--- config.mk ---
export PLATFORM = sky130hd
export DESIGN_NAME = serial_magnitude_comparator
export DESIGN_NICKNAME = d
export VERILOG_FILES = /design/src/rtl/smc_pkg.sv /design/src/rtl/two_bit_comparator.sv /design/src/rtl/serial_magnitude_comparator.sv
export SDC_FILE = /design/constraint.sdc
export NUM_CORES = 1
export LEC_CHECK = 0
export BUFFER_PORTS_ARGS = -buffer_cell sky130_fd_sc_hd__buf_2
export CELL_PAD_IN_SITES_DETAIL_PLACEMENT = 0
export CELL_PAD_IN_SITES_GLOBAL_PLACEMENT = 1
export CORE_MARGIN = 2
export CORE_UTILIZATION = 43
export DETAILED_ROUTE_END_ITERATION = 8
export PLACE_DENSITY_LB_ADDON = 0.08
export SYNTH_ARGS = -nofsm -noshare
export SYNTH_HDL_FRONTEND = slang
export SYNTH_HIERARCHICAL = 1
export SYNTH_SLANG_ARGS = --single-unit
--- constraint.sdc ---
create_clock -name clk -period 2.4 [get_ports clk]
set_clock_uncertainty 0.1 [all_clocks]
set_input_delay 0.12 -clock clk [delete_from_list [all_inputs] [get_ports clk]]
set_output_delay 0.12 -clock clk [all_outputs]
set_load 0.02 [all_outputs]
--- src/rtl/smc_pkg.sv ---
// Shared types and helpers for serial_magnitude_comparator.
//   state_e      : controller states (idle, comparing, result presented)
//   result_t     : one-hot comparison result {b>a, a>b, a==b}
//   pair_count() : number of 2-bit pairs in an operand of the given width
package smc_pkg;

  typedef enum logic [1:0] {
    StIdle    = 2'd0,
    StCompare = 2'd1,
    StDone    = 2'd2
  } state_e;

  // Bit 0: A == B, bit 1: A > B, bit 2: B > A.
  typedef logic [2:0] result_t;

  localparam result_t RES_EQ  = 3'b001;
  localparam result_t RES_AGB = 3'b010;
  localparam result_t RES_BGA = 3'b100;

  function automatic int unsigned pair_count(input int unsigned width);
    return width / 2;
  endfunction

endpackage

--- src/rtl/two_bit_comparator.sv ---
// Combinational magnitude comparator for one 2-bit unsigned pair.
//   A, B        : 2-bit unsigned operands
//   A_equal_B   : A == B
//   A_greater_B : A > B
//   B_greater_A : B > A
module two_bit_comparator (
  input  logic [1:0] A,
  input  logic [1:0] B,
  output logic       A_equal_B,
  output logic       A_greater_B,
  output logic       B_greater_A
);

  assign A_equal_B   = (A == B);
  assign A_greater_B = (A > B);
  assign B_greater_A = (B > A);

endmodule

--- src/rtl/serial_magnitude_comparator.sv ---
// Serial MSB-first unsigned magnitude comparator, two bits per clock.
// A single two_bit_comparator examines the top pair of each shift register; the first
// differing pair decides the result.
//
// Build option: define SMC_EARLY_EXIT_EN to leave COMPARE on the first differing pair;
// otherwise every comparison takes WIDTH/2 cycles regardless of data.
//
// Ports:
//   clk, rst            : clock (rising edge), asynchronous active-high reset
//   in_valid / in_ready : operand handshake, a and b captured on acceptance
//   a, b                : WIDTH-bit unsigned operands
//   out_valid/out_ready : result handshake, result held until accepted
//   a_equal_b, a_greater_b, b_greater_a : one-hot result, all zero when out_valid=0
module serial_magnitude_comparator
  import smc_pkg::*;
#(
  parameter int unsigned WIDTH = 8
) (
  input  logic             clk,
  input  logic             rst,
  input  logic             in_valid,
  output logic             in_ready,
  input  logic [WIDTH-1:0] a,
  input  logic [WIDTH-1:0] b,
  output logic             out_valid,
  input  logic             out_ready,
  output logic             a_equal_b,
  output logic             a_greater_b,
  output logic             b_greater_a
);

  localparam int unsigned Pairs = pair_count(WIDTH);
  localparam int unsigned CntW  = (Pairs > 1) ? $clog2(Pairs) : 1;

  if ((WIDTH < 2) || ((WIDTH % 2) != 0)) begin : g_bad_width
    $error("serial_magnitude_comparator: WIDTH must be even and >= 2");
  end

  state_e            state_q, state_d;
  logic [WIDTH-1:0]  a_sh_q, a_sh_d;
  logic [WIDTH-1:0]  b_sh_q, b_sh_d;
  logic [CntW-1:0]   cnt_q, cnt_d;
  logic              decided_q, decided_d;
  result_t           dec_res_q, dec_res_d;
  result_t           out_res_q, out_res_d;

  logic    slice_eq, slice_agb, slice_bga;
  logic    decided_now;
  result_t slice_res;
  result_t res_now;
  logic    early_exit;

  two_bit_comparator u_slice (
    .A           (a_sh_q[WIDTH-1 -: 2]),
    .B           (b_sh_q[WIDTH-1 -: 2]),
    .A_equal_B   (slice_eq),
    .A_greater_B (slice_agb),
    .B_greater_A (slice_bga)
  );

  always_comb begin
    slice_res   = slice_agb ? RES_AGB : RES_BGA;
    // An earlier recorded difference always takes precedence over the current pair.
    decided_now = decided_q | ~slice_eq;
    res_now     = decided_q ? dec_res_q : slice_res;
`ifdef SMC_EARLY_EXIT_EN
    early_exit  = ~slice_eq;
`else
    early_exit  = 1'b0;
`endif
  end

  always_comb begin
    state_d   = state_q;
    a_sh_d    = a_sh_q;
    b_sh_d    = b_sh_q;
    cnt_d     = cnt_q;
    decided_d = decided_q;
    dec_res_d = dec_res_q;
    out_res_d = out_res_q;

    unique case (state_q)
      StIdle: begin
        if (in_valid) begin
          a_sh_d    = a;
          b_sh_d    = b;
          cnt_d     = CntW'(Pairs - 1);
          decided_d = 1'b0;
          dec_res_d = '0;
          state_d   = StCompare;
        end
      end
      StCompare: begin
        decided_d = decided_now;
        dec_res_d = decided_now ? res_now : '0;
        if ((cnt_q == '0) || early_exit) begin
          out_res_d = decided_now ? res_now : RES_EQ;
          state_d   = StDone;
        end else begin
          a_sh_d = a_sh_q << 2;
          b_sh_d = b_sh_q << 2;
          cnt_d  = cnt_q - 1'b1;
        end
      end
      StDone: begin
        if (out_ready) begin
          out_res_d = '0;
          state_d   = StIdle;
        end
      end
      default: begin
        out_res_d = '0;
        state_d   = StIdle;
      end
    endcase
  end

  always_ff @(posedge clk or posedge rst) begin
    if (rst) begin
      state_q   <= StIdle;
      a_sh_q    <= '0;
      b_sh_q    <= '0;
      cnt_q     <= '0;
      decided_q <= 1'b0;
      dec_res_q <= '0;
      out_res_q <= '0;
    end else begin
      state_q   <= state_d;
      a_sh_q    <= a_sh_d;
      b_sh_q    <= b_sh_d;
      cnt_q     <= cnt_d;
      decided_q <= decided_d;
      dec_res_q <= dec_res_d;
      out_res_q <= out_res_d;
    end
  end

  assign in_ready    = (state_q == StIdle);
  assign out_valid   = (state_q == StDone);
  // out_res_q is only non-zero in StDone, so the result is zero whenever out_valid is low.
  assign a_equal_b   = out_res_q[0];
  assign a_greater_b = out_res_q[1];
  assign b_greater_a = out_res_q[2];

endmodule

==> impl_metrics.env, run 1 <==
export IMPL_cp_max_fo=14
export IMPL_portBuffers=24
export IMPL_n_fill_cell=293
export IMPL_drt_iter0_drc=10
export IMPL_ioPinCount=25
export IMPL_die_w_um=59.98
export IMPL_worst_pin_slew_ns=0.4399
export IMPL_leakage_nw=0.7818
export IMPL_hp_class="in -> reg"
export IMPL_vias=896
export IMPL_cts_tree="built"
export IMPL_ant_nets=0
export IMPL_grt_util_all_layers_pct=15.42
export IMPL_antenna_found_initial=0
export IMPL_fp_row_count=20
export IMPL_antenna_cells=0
export IMPL_period_share_pct=76.62
export IMPL_setup_tns_ns=0
export IMPL_critPathKind="reg -> reg"
export IMPL_drive_gt1_share_pct=40.29
export IMPL_numCtsBuffers=3
export IMPL_slew_headroom_pct=70.61
export IMPL_hold_worst_slack_ns=0.01990
export IMPL_hpwl_um=1735
export IMPL_coreArea_sq_um=3028
export IMPL_drt_total_wl_um=2475
export IMPL_ir_drop_mv=0.5383
export IMPL_place_gp_congestion=0.7155
export IMPL_multiInputGateArea_sq_um=590.6
export IMPL_min_period_ns=1.839
export IMPL_finalMaxSlewViolations=0
export IMPL_h_tree_depth=1
export IMPL_syn_nets=130
export IMPL_setup_viol=0
export IMPL_start_util_pct=44.50
export IMPL_path_clk_slew_ns=0.15
export IMPL_seq_area_sq_um=675.6
export IMPL_fmax_mhz=543.8
export IMPL_syn_inst=107
export IMPL_cts_resized=0
export IMPL_via_per_inst=4.896
export IMPL_place_inst=172
export IMPL_synth_area_sq_um=1348
export IMPL_clkSinkCount=27
export IMPL_design_die_area_sq_um=3598
export IMPL_syn2layout_area_growth_pct=17.83
export IMPL_final_cells=183
export IMPL_crit_required_ns=2.54
export IMPL_rsz0062_at_grt="no"
export IMPL_layout_nets=163
export IMPL_ys_warn_count=6
export IMPL_wl_per_cell_um=13.52
export IMPL_grt_pass1_wl_um=3995
export IMPL_status="complete, no violations"
export IMPL_hold_viol=0
export IMPL_first_pass_iters=4
export IMPL_cap_viol_max_count=0
export IMPL_grt_overflow=0
export IMPL_fp_dieH_um=59.98
export IMPL_end_kind="flop"
export IMPL_syn_avg_cell_area_sq_um=12.59
export IMPL_clock_latency_ns=0.33
export IMPL_grt_max_degree=28
export IMPL_worstPathArrival_ns=1.98
export IMPL_grt_pass1_vias=879
export IMPL_clk_path_buf_depth=2
export IMPL_p_per_area_nw_per_um2=1345
export IMPL_cp_start_kind="flop"
export IMPL_cts_root_buffer="clkbuf_4"
export IMPL_drc_errors=0
layout by cell type (no fill, tap or decap), types with 2 or more instances in the layout:
cell type	n
a21oi_1	3
a22o_1	4
and2_1	2
buf_2	24
buf_4	2
clkbuf_4	3
dfrtp_1	27
dlygate4sd3_1	7
ha_1	3
inv_1	6
mux2_1	3
mux2_2	16
mux2_4	6
nand2_1	6
nand2b_1	3
nor2_1	4
o21ai_0	3
o22ai_1	2
o2bb2ai_1	3
worst paths after layout:
| path | from | to | slack [ns] | cells after the start |
|---|---|---|---|---|
| setup / recovery | cnt_q[0] | a_sh_q[5] | 0.56 | 6 |
| hold / removal | b[6] | b_sh_q[6] | 0.02 | 3 |
| setup reg to reg | cnt_q[0] | a_sh_q[5] | 0.56 | 6 |
| hold reg to reg | out_res_q[0] | out_res_q[0] | 0.40 | 1 |
| max in group asynchronous | rst | state_q[1] | 1.68 | 4 |
| min in group asynchronous | rst | b_sh_q[3] | 0.27 | 4 |
flip-flops by register name (all words and copies together), names as in the netlist:
signal / count
dec_res_q: 3
out_res_q: 3
decided_q: 1
b_sh_q: 8
a_sh_q: 8
state_q: 2
cnt_q: 2
cell type report:
| class | instances | share of cell area, % |
|---|---|---|
| clock buffers | 3 | 1.418 |
| clock inverters | 1 | 0.4728 |
| inverters | 7 | 1.970 |
| multi-input cells | 68 | 37.19 |
| flip-flops and latches | 27 | 42.55 |
| well taps | 44 | 3.467 |
| repair buffers | 33 | 12.92 |
repair_timing:
item / 4_1_cts / 5_1_grt
hold endpoints to repair: 33 / 0
buffers inserted: 0 / 0
hold buffers: 7 / 0
endpoints found under the setup margin: 0 / 0
layer usage:
layer	track usage, %	vias up	part of all wire (%)	routed length (um)
met4	6.667	0	1.6	40
met2	26.55	15	47	1165
met3	2.165	5	2.9	71
li1	-	436	-	-
met1	19.12	440	48	1198
met5	0	-	0	0
stage by stage:
stage          total power [mW]  area [sq um]  utilization, %  setup slack, ns
2_1_floorplan             1.805          1348               -           0.6428
3_3_place_gp              1.924          1488           49.13           0.6200
3_5_place_dp              1.950          1488           49.13           0.5754
4_1_cts                   2.168          1588           52.44           0.5604
5_1_grt                   2.317          1588           52.44           0.4972
6_report                  2.136          1588           52.44           0.5612
critical path: stages (launching register included):
cell	delay (ns)
dfrtp_1	0.39
inv_1	0.05
ha_1	0.23
or2b_1	0.23
a21o_2	0.25
clkinv_4	0.15
mux2_2	0.35
report_power, final:
group          internal (mW)  total (mW)  switching [mW]
logic                  0.626        1.13           0.507
registers              0.665       0.797           0.132
clock network         0.0638       0.206           0.142
total                   1.36        2.14           0.781
No activity file was read; power rests on OpenSTA's default activity.
==> run 2: changes to the inputs <==
- CORE_UTILIZATION: 43 -> 39
- clock period: 2.4 -> 1.5 ns (I/O delays scaled with it)
==> run 2 against run 1 <==
Against the previous run:
- maximum frequency rose by 9.3%
- highest routed layer unchanged
- the run now ends with negative setup slack left
- clock power up 52%
- largest power group unchanged
- first-iteration DRC count grew to 3.4 times the previous value
- largest cell class is now multi-input gates
- flip-flop and latch count unchanged
==> impl_metrics.env, run 2 (synthesized netlist as in run 1, its figures left out) <==
export IMPL_status="complete, but fails checks"
export IMPL_violations="negative setup slack"
export IMPL_final_cells=213
export IMPL_cts_tree="built"
export IMPL_cp_start_kind="flop"
export IMPL_clock_latency_ns=0.32
export IMPL_place_gp_congestion=0.7425
export IMPL_crit_required_ns=1.62
export IMPL_vias=987
export IMPL_crit_slowest_cell="dfrtp_1"
export IMPL_hp_class="in -> reg"
export IMPL_worstPathArrival_ns=1.81
export IMPL_crit_chain="inv_1 > ha_2 > or2b_1 > a21o_4 > clkinv_8 > mux2_4"
export IMPL_grt_pass1_wl_um=4843
export IMPL_grt_util_all_layers_pct=15.81
export IMPL_power_net_switching_mw=1.604
export IMPL_antenna_cells=0
export IMPL_whs_endpoint="b_sh_q[3]"
export IMPL_final_core_util_pct=59.02
export IMPL_portBuffers=24
export IMPL_min_period_ns=1.682
export IMPL_min_delay_start="b[3]"
export IMPL_ioPinCount=25
export IMPL_design_die_area_sq_um=3941
export IMPL_final_common_cell="dfrtp_1"
export IMPL_cap_viol_max_count=0
export IMPL_fp_row_count=21
export IMPL_post_place_ws_ns=-0.2368
export IMPL_coreArea_sq_um=3337
export IMPL_cp_max_fo=7
export IMPL_grt_max_degree=28
export IMPL_power_frac_clock_pct=6.9
export IMPL_drive_gt1_share_pct=53.29
export IMPL_hold_viol=0
export IMPL_fp_dieH_um=62.78
export IMPL_syn2layout_area_growth_pct=46.15
export IMPL_grt_overflow=0
export IMPL_path_clk_slew_ns=0.15
export IMPL_internal_power_mw=2.896
export IMPL_combPwrFrac_pct=64.0
export IMPL_reg2reg_from="cnt_q[0]"
export IMPL_top_regs="a_sh_q x8, b_sh_q x8"
export IMPL_die_w_um=62.78
export IMPL_ant_nets=0
export IMPL_h_tree_depth=1
export IMPL_place_inst=186
export IMPL_finalMaxSlewViolations=0
export IMPL_setup_viol=18
export IMPL_leakage_nw=0.9804
export IMPL_grt_pass1_vias=1032
export IMPL_hold_worst_slack_ns=0.01310
export IMPL_crit_buf_inv=2
export IMPL_wl_per_cell_um=13.65
export IMPL_rrSetupSlack_ns=-0.18
export IMPL_r2r_end="a_sh_q[7]"
export IMPL_first_pass_iters=4
export IMPL_p_per_area_nw_per_um2=2285
export IMPL_antenna_found_initial=0
export IMPL_period_share_pct=112.2
export IMPL_sw_frac_of_total_pct=35.65
export IMPL_worst_r2r_cell_count=6
export IMPL_clkSinkCount=27
export IMPL_via_per_inst=4.634
export IMPL_start_util_pct=40.38
export IMPL_clk_path_buf_depth=2
export IMPL_rsz0062_at_grt="yes"
export IMPL_hpwl_um=1941
export IMPL_fin_ws_ns=-0.1825
export IMPL_critPathKind="reg -> reg"
export IMPL_p_seq_share_pct=29.1
export IMPL_mostFrequentLayoutCells="27 x dfrtp_1, 22 x buf_2, 20 x buf_4"
export IMPL_fmax_mhz=594.4
export IMPL_total_power_mw=4.500
export IMPL_n_fill_cell=307
export IMPL_drc_errors=0
export IMPL_ir_drop_mv=0.7770
export IMPL_numCtsBuffers=3
export IMPL_end_kind="flop"
export IMPL_cp_top_family="flip-flops"
export IMPL_cts_root_buffer="clkbuf_4"
export IMPL_slew_headroom_pct=72.97
export IMPL_drt_total_wl_um=2908
export IMPL_layout_nets=191
export IMPL_worst_pin_slew_ns=0.4054
export IMPL_cpPeakStageDelay_ns=0.37
export IMPL_holdPathStages=3
export IMPL_drt_iter0_drc=34
## run 2: changes by cell type in the layout (fill, tap and decap cells not counted), moves of 2 or more
cell / before / now
a21oi_2: 0 / 2
mux2_1: 3 / 0
clkinv_8: 0 / 2
mux2_4: 6 / 16
dlygate4sd3_1: 7 / 16
mux2_2: 16 / 9
a21oi_1: 3 / 1
ha_1: 3 / 1
buf_2: 24 / 22
buf_4: 2 / 20
## run 2: cell type report
class / count / area [sq um] / share of cell area (%)
Timing Repair inverter: 1 / 16.27 / 0.8259
Inverter: 7 / 38.79 / 1.970
Multi-Input combinational cell: 68 / 701.9 / 35.64
Sequential cell: 27 / 675.6 / 34.31
Clock inverter: 1 / 5.005 / 0.2541
Tap cell: 46 / 57.56 / 2.922
Timing Repair Buffer: 60 / 451.7 / 22.94
Clock buffer: 3 / 22.52 / 1.144
## run 2: how the worst max path moves through the flow
stage / from / to / slack (ns) / depth (start not counted)
CTS: cnt_q[0] / a_sh_q[7] / -0.19 / 6
global placement: cnt_q[1] / cnt_q[1] / -0.19 / 6
detailed placement: cnt_q[1] / a_sh_q[4] / -0.24 / 6
global route: cnt_q[0] / cnt_q[1] / -0.22 / 6
finish: cnt_q[0] / a_sh_q[7] / -0.18 / 6
floorplan: cnt_q[0] / a_sh_q[2] / -0.21 / 7
## run 2: per-stage QoR
| step | cell area, sq um | setup TNS, ns |
|---|---|---|
| final | 1969 | -2.843 |
| after global routing | 1969 | -3.612 |
| after CTS | 1871 | -2.973 |
| after detailed placement | 1624 | -3.271 |
| after global placement | 1624 | -2.485 |
| after floorplan | 1379 | -2.316 |
## run 2: power by group through the flow
stage | Combinational [mW] | Clock, mW | Sequential (mW)
CTS | 2.70 | 0.333 | 1.30
global route | 3.14 | 0.366 | 1.34
global placement | 2.26 | 0 | 1.27
floorplan | 1.79 | 0 | 1.26
detailed placement | 2.31 | 0 | 1.29
finish | 2.88 | 0.313 | 1.31
## run 2: worst reg2reg max path: stages, from the launching register on
cell	delay [ns]
dfrtp_1	0.37
inv_1	0.05
ha_2	0.18
or2b_1	0.24
a21o_4	0.26
clkinv_8	0.09
mux2_4	0.30
## run 2: routing by layer
layer	vias up	part of all wire, %	track usage (%)
met5	-	0	0
met4	0	0.65	4.167
met3	2	2.4	2.162
met2	18	51	27.82
met1	472	45	20.42
li1	495	-	-
## run 2: repair_timing
| action | CTS | global route |
|---|---|---|
| hold buffers | 13 | 3 |
| setup endpoints to repair | 22 | 24 |
| pin swaps | 9 | 6 |
| setup buffers | 1 | 7 |
| gates cloned | 1 | 0 |
| resized for setup | 16 | 8 |
| endpoints found under the hold margin | 39 | 3 |
